## src/rtl/pattern_bus_writer.sv

```systemverilog
// pattern_bus_writer: buffers {timestamp,pattern} chart entries and issues paced, timed writes to the core.
// Optional PATTERN_WRITER_DROP_LATE_EN: late heads are discarded and counted instead of written.
module pattern_bus_writer #(
  parameter int         DEPTH     = 16,
  parameter int         LOOKAHEAD = 4,
  parameter int         GAP       = 2,
  parameter logic [1:0] ADDR_PAT  = 2'd0
) (
  input  logic                     clock,
  input  logic                     reset,
  input  logic                     run,
  input  logic                     flush,
  input  logic [9:0]               counter10h,
  input  logic                     load_valid,
  output logic                     load_ready,
  input  logic [17:0]              load_data,
  output logic                     write,
  output logic [1:0]               address,
  output logic [17:0]              pattern_with_timestamp,
  output logic [$clog2(DEPTH):0]   fifo_count,
  output logic [7:0]               late_count
);
  localparam int AW = $clog2(DEPTH);
  localparam int CW = AW + 1;
  localparam logic [3:0] GAP_M1 = (GAP > 0) ? 4'(GAP - 1) : 4'd0;

  typedef enum logic [1:0] {S_IDLE, S_CHECK, S_WRITE, S_GAP} state_t;

  state_t        state_q, state_d;
  logic [9:0]    c1_q, c2_q, tick_q, tick_d;
  logic [AW-1:0] wr_ptr_q, wr_ptr_d, rd_ptr_q, rd_ptr_d;
  logic [CW-1:0] cnt_q, cnt_d;
  logic [3:0]    gap_q, gap_d;
  logic          write_q, write_d;
  logic [1:0]    address_q, address_d;
  logic [17:0]   pwt_q, pwt_d;
  logic [7:0]    late_q, late_d;
  logic [17:0]   mem_q [DEPTH];

  logic          full, empty, push, pop, due, late;
  logic [17:0]   head;
  logic [9:0]    lead;

  assign full  = (cnt_q == CW'(DEPTH));
  assign empty = (cnt_q == '0);
  assign head  = mem_q[rd_ptr_q];
  // Modular distance to the head timestamp; the top half of the ring means "already past".
  assign lead  = head[17:8] - tick_q;
  assign late  = lead[9];
  assign due   = (lead <= 10'(LOOKAHEAD));
  assign push  = load_valid && !full && !flush;
  // The foreign counter is only trusted once two successive samples agree.
  assign tick_d = (c1_q == c2_q) ? c2_q : tick_q;

  always_comb begin
    state_d   = state_q;
    gap_d     = gap_q;
    write_d   = 1'b0;
    address_d = 2'd0;
    pwt_d     = pwt_q;
    late_d    = late_q;
    pop       = 1'b0;
    case (state_q)
      S_IDLE: begin
        if (!flush && run && !empty) state_d = S_CHECK;
      end
      S_CHECK: begin
        if (flush || !run || empty) begin
          state_d = S_IDLE;
        end else if (late) begin
          pop    = 1'b1;
          late_d = (late_q == 8'hFF) ? late_q : late_q + 8'd1;
`ifdef PATTERN_WRITER_DROP_LATE_EN
          state_d = S_IDLE;
`else
          write_d   = 1'b1;
          address_d = ADDR_PAT;
          pwt_d     = head;
          state_d   = S_WRITE;
`endif
        end else if (due) begin
          pop       = 1'b1;
          write_d   = 1'b1;
          address_d = ADDR_PAT;
          pwt_d     = head;
          state_d   = S_WRITE;
        end
      end
      S_WRITE: begin
        if (flush || GAP == 0) begin
          state_d = S_IDLE;
        end else begin
          state_d = S_GAP;
          gap_d   = GAP_M1;
        end
      end
      S_GAP: begin
        if (flush || gap_q == 4'd0) state_d = S_IDLE;
        else                        gap_d   = gap_q - 4'd1;
      end
      default: state_d = S_IDLE;
    endcase
    wr_ptr_d = flush ? '0 : wr_ptr_q + AW'(push);
    rd_ptr_d = flush ? '0 : rd_ptr_q + AW'(pop);
    cnt_d    = flush ? '0 : cnt_q + CW'(push) - CW'(pop);
  end

  always_ff @(posedge clock or posedge reset) begin
    if (reset) begin
      state_q   <= S_IDLE;
      c1_q      <= '0;
      c2_q      <= '0;
      tick_q    <= '0;
      wr_ptr_q  <= '0;
      rd_ptr_q  <= '0;
      cnt_q     <= '0;
      gap_q     <= '0;
      write_q   <= 1'b0;
      address_q <= 2'd0;
      pwt_q     <= '0;
      late_q    <= '0;
    end else begin
      state_q   <= state_d;
      c1_q      <= counter10h;
      c2_q      <= c1_q;
      tick_q    <= tick_d;
      wr_ptr_q  <= wr_ptr_d;
      rd_ptr_q  <= rd_ptr_d;
      cnt_q     <= cnt_d;
      gap_q     <= gap_d;
      write_q   <= write_d;
      address_q <= address_d;
      pwt_q     <= pwt_d;
      late_q    <= late_d;
    end
  end

  always_ff @(posedge clock) begin
    if (push) mem_q[wr_ptr_q] <= load_data;
  end

  // A flush landing on the strobe cycle must still suppress the write.
  assign write                  = write_q && !flush;
  assign address                = write ? address_q : 2'd0;
  assign pattern_with_timestamp = pwt_q;
  assign fifo_count             = cnt_q;
  assign late_count             = late_q;
  assign load_ready             = !full;
endmodule

```

## config.mk

```make
export PLATFORM = sky130hd
export DESIGN_NAME = pattern_bus_writer
export DESIGN_NICKNAME = d
export VERILOG_FILES = /design/src/rtl/pattern_bus_writer.sv
export SDC_FILE = /design/constraint.sdc
export NUM_CORES = 1
export LEC_CHECK = 0
export CAP_MARGIN = 20
export CORE_MARGIN = 3
export CORE_UTILIZATION = 45
export DETAILED_ROUTE_END_ITERATION = 8
export GPL_TIMING_DRIVEN = 0
export PLACE_DENSITY = 0.7
export REMOVE_ABC_BUFFERS = 1
export SKIP_CTS_REPAIR_TIMING = 1
export SLEW_MARGIN = 15
export SYNTH_ARGS = -nofsm -noshare
export SYNTH_HDL_FRONTEND = slang
export SYNTH_SLANG_ARGS = --single-unit
```

## constraint.sdc

```tcl
create_clock -name clock -period 7.3 [get_ports clock]
set_clock_uncertainty 0.2 [all_clocks]
set_input_delay 1.095 -clock clock [delete_from_list [all_inputs] [get_ports clock]]
set_output_delay 1.095 -clock clock [all_outputs]
set_load 0.01 [all_outputs]
```

==> impl_metrics.tcl <==
set metrics [dict create \
    syn_to_final_growth_pct 18.1 \
    cts-root-buf "clkbuf_16" \
    intPower_uw 3720 \
    grt_pass1_wl_mm 44.6 \
    synth_area_per_cell_sq_um 19.4 \
    antenna_found_initial 0 \
    reg2reg_from "rd_ptr_q[0]" \
    grt.overflow.total 0 \
    fin_ws_ns 0.599 \
    hp-class "reg -> reg" \
    reg2reg_setup_slack_ns 0.60 \
    p_switching_uw 1040 \
    setup_viol 0 \
    pwr-share-seq_pct 50.2 \
    place_inst 1202 \
    critPathMaxStageDelay_ns 0.61 \
    powerDensity_nw_per_um2 277 \
    synth-main-ff-cell "edfxtp_1" \
    rsz0062_at_grt "no" \
    worstPathMaxFanout 34 \
    final_cell_count_no_fill 1271 \
    die_w_um 186 \
    crit_start "rd_ptr_q[0]" \
    fmax_mhz 149 \
    slowest_stage "dfrtp_4" \
    ys_seq_area_share_pct 72.5 \
    final.setup.tns_ns 0 \
    start_util_pct 45.9 \
    first_pass_iters 5 \
    io_pins 68 \
    drive_above_1_share_pct 24.2 \
    p_comb_share_pct 10.4 \
    routed_wirelength_mm 28.6 \
    die_area_sq_um 34600 \
    vdd_drop_max_uv 206 \
    numCtsBuffers 37 \
    swShare_pct 21.9 \
    worstSetupEndpointType "flip-flop" \
    pre_cts_slack_ns 0.178 \
    vias 7023 \
    synth_edf_count 288 \
    clk_pin_slew_worst_paths_ns 0.06 \
    cts_max_level 2 \
    ant_nets 0 \
    hold_viol 0 \
    worstReg2RegEnd "fifo_count[4]" \
    cp-start-kind "flip-flop" \
    crit_required_ns 7.53 \
    dieHeight_um 186 \
    yosysWarningCount 0 \
    synth_cells 749 \
    fin_nets 896 \
    yosys.cell_types.count 52 \
    relSlewSlack_pct 40.6 \
    arrival_ns 6.93 \
    rows 65 \
    vias_per_cell 5.53 \
    port-buffer-count 65 \
    p_leak_uw 0.00584 \
    synthArstFlopShare_pct 20.9 \
    globalplace.congestion 0.777 \
    crit_path_end "fifo_count[4]" \
    grt_pass1_vias 7477 \
    post-route-drc-count 0 \
    clock_latency_ns 0.51 \
    layout_common_cells "288 x edfxtp_1, 90 x mux4_2, 73 x dfrtp_1, 65 x clkdlybuf4s50_1, 39 x clkbuf_16" \
    ys_ff_latch 364 \
    grt_max_degree 47 \
    p_clk_share_pct 39.5 \
    cp_common_cell "inv_1" \
    cp_cell_sequence "buf_16, buf_16, mux4_2, mux4_2, inv_1, ha_1, fa_1, nor2b_1, o2111a_1, or4_1, a221o_1, or4_4, o21a_4, inv_1, ha_1, inv_1, ha_1, inv_1, fa_1, inv_1, a21oi_1, nor2_1, o21ai_0, a21oi_1" \
    cts_tree "yes" \
    worst-slew-pin-transition_ns 0.887 \
    syn-cell-area_sq_um 14600 \
    drv_slew 0 \
    worst-r2r-cell-count 24 \
    hpwl_mm 17.2 \
    post-route-period-util_pct 91.8 \
    post_drt_wl_per_cell_um 22.5 \
    status "finished, final reports clean" \
    layout_commonest_cell "edfxtp_1" \
    cts_max_path_buffers 3 \
    clock_sinks 364 \
    core-area_sq_um 31700 \
    crit_type "reg -> reg" \
    grt_usage_pct 17.3 \
    fin_util_pct 54.2 \
    finalCriticalPeriod_ns 6.70 \
    cap_viol_max_count 0 \
    drtIter0Drc 606 \
]
## flip-flops by register name, indices dropped and copies added, names as in the netlist, 5 cells and up
register,cells
mem_q,288
pattern_with_timestamp,18
c1_q,10
c2_q,10
tick_q,10
late_count,8
fifo_count,5
## how the worst min path moves through the flow
stage,cells past startpoint,end,startpoint
finish,0,c2_q[3],c1_q[3]
global route,0,c2_q[3],c1_q[3]
global placement,0,c2_q[0],c1_q[0]
floorplan,0,c2_q[5],c1_q[5]
detailed placement,0,c2_q[3],c1_q[3]
CTS,0,c2_q[1],c1_q[1]
## power by group through the flow
stage / Clock, uW / Combinational [uW] / Sequential, uW
after detailed placement: 0 / 497 / 2430
after CTS: 1920 / 499 / 2390
after global placement: 0 / 468 / 2440
after floorplan: 0 / 248 / 2450
final: 1880 / 493 / 2390
after global routing: 2010 / 543 / 2400
## synth_stat cells, types with 2 or more instances
library cell  instances  area, sq um
nor4_1                4         25.0
nor3b_1               2         15.0
nand3_1              12         60.1
nand2_1              22         82.6
a21oi_1               7         35.0
dfrtp_1              76         1900
xor2_1               11         96.3
a21o_1                4         30.0
clkbuf_1             15         56.3
mux4_2               90         2030
nor3_1               10         50.1
mux2_4                8          120
buf_1                 9         33.8
ha_1                 22          275
buf_4                 3         22.5
o21a_1                3         22.5
inv_1                27          101
nand3b_1              2         15.0
a31oi_1               2         12.5
or3_1                 2         12.5
and3_1                3         18.8
a221o_1               2         20.0
nand2b_1              7         43.8
a22oi_1               2         15.0
mux2i_1               3         30.0
fa_1                  2         40.0
o31ai_1               2         15.0
xnor2_1              14          123
edfxtp_1            288         8650
nor2_1               36          135
o21ai_0              16         80.1
nor2b_1               8         50.1
mux2_2               15          169
nand4_1               2         12.5
## per-stage QoR
step	power, uW	cell area, sq um	hold slack, ns
after floorplan	2690	14400	0.172
after CTS	4810	17200	0.204
final	4770	17200	0.198
after global placement	2910	15600	0.186
after global routing	4960	17200	0.215
after detailed placement	2930	15900	0.182
## area by class of cell
type	count	area (sq um)
Multi-Input combinational cell	329	3900
Timing Repair Buffer	80	898
Clock inverter	12	124
Inverter	27	104
Sequential cell	364	10600
Tap cell	402	503
Fill cell	2421	14500
Clock buffer	56	1110
Antenna cell	1	2.50
## metal layers
layer / global-route usage (%) / vias up / part of all wire [%]
met2: 30.2 / 187 / 52
met3: 3.01 / 44 / 5.3
li1: - / 3165 / -
met1: 22.8 / 3627 / 41
met5: 0 / - / 0
met4: 4.26 / 0 / 1.8
## cells by family (layout without fill, tap and decap cells)
group,count (synthesis),after routing,synth area share (%)
flops,364,364,72.5
compound gates,48,48,2.22
simple gates,114,114,3.81
mux,116,116,16.1
xor+xnor,25,25,1.50
fa+ha+maj,24,24,2.17
buf+inv,57,175,1.72
other cells,1,3,0.0258
## critical path, delay by kind of cell (launching register included)
kind | cells | cell delay [ns]
and+or+nand+nor | 4 | 1.21
DFF | 1 | 0.61
AOI/OAI and AO/OA | 6 | 1.19
buffers and inverters | 7 | 0.99
adders and majority gates | 5 | 1.26
muxes | 2 | 1.09
(Power assumes the default switching activity.)
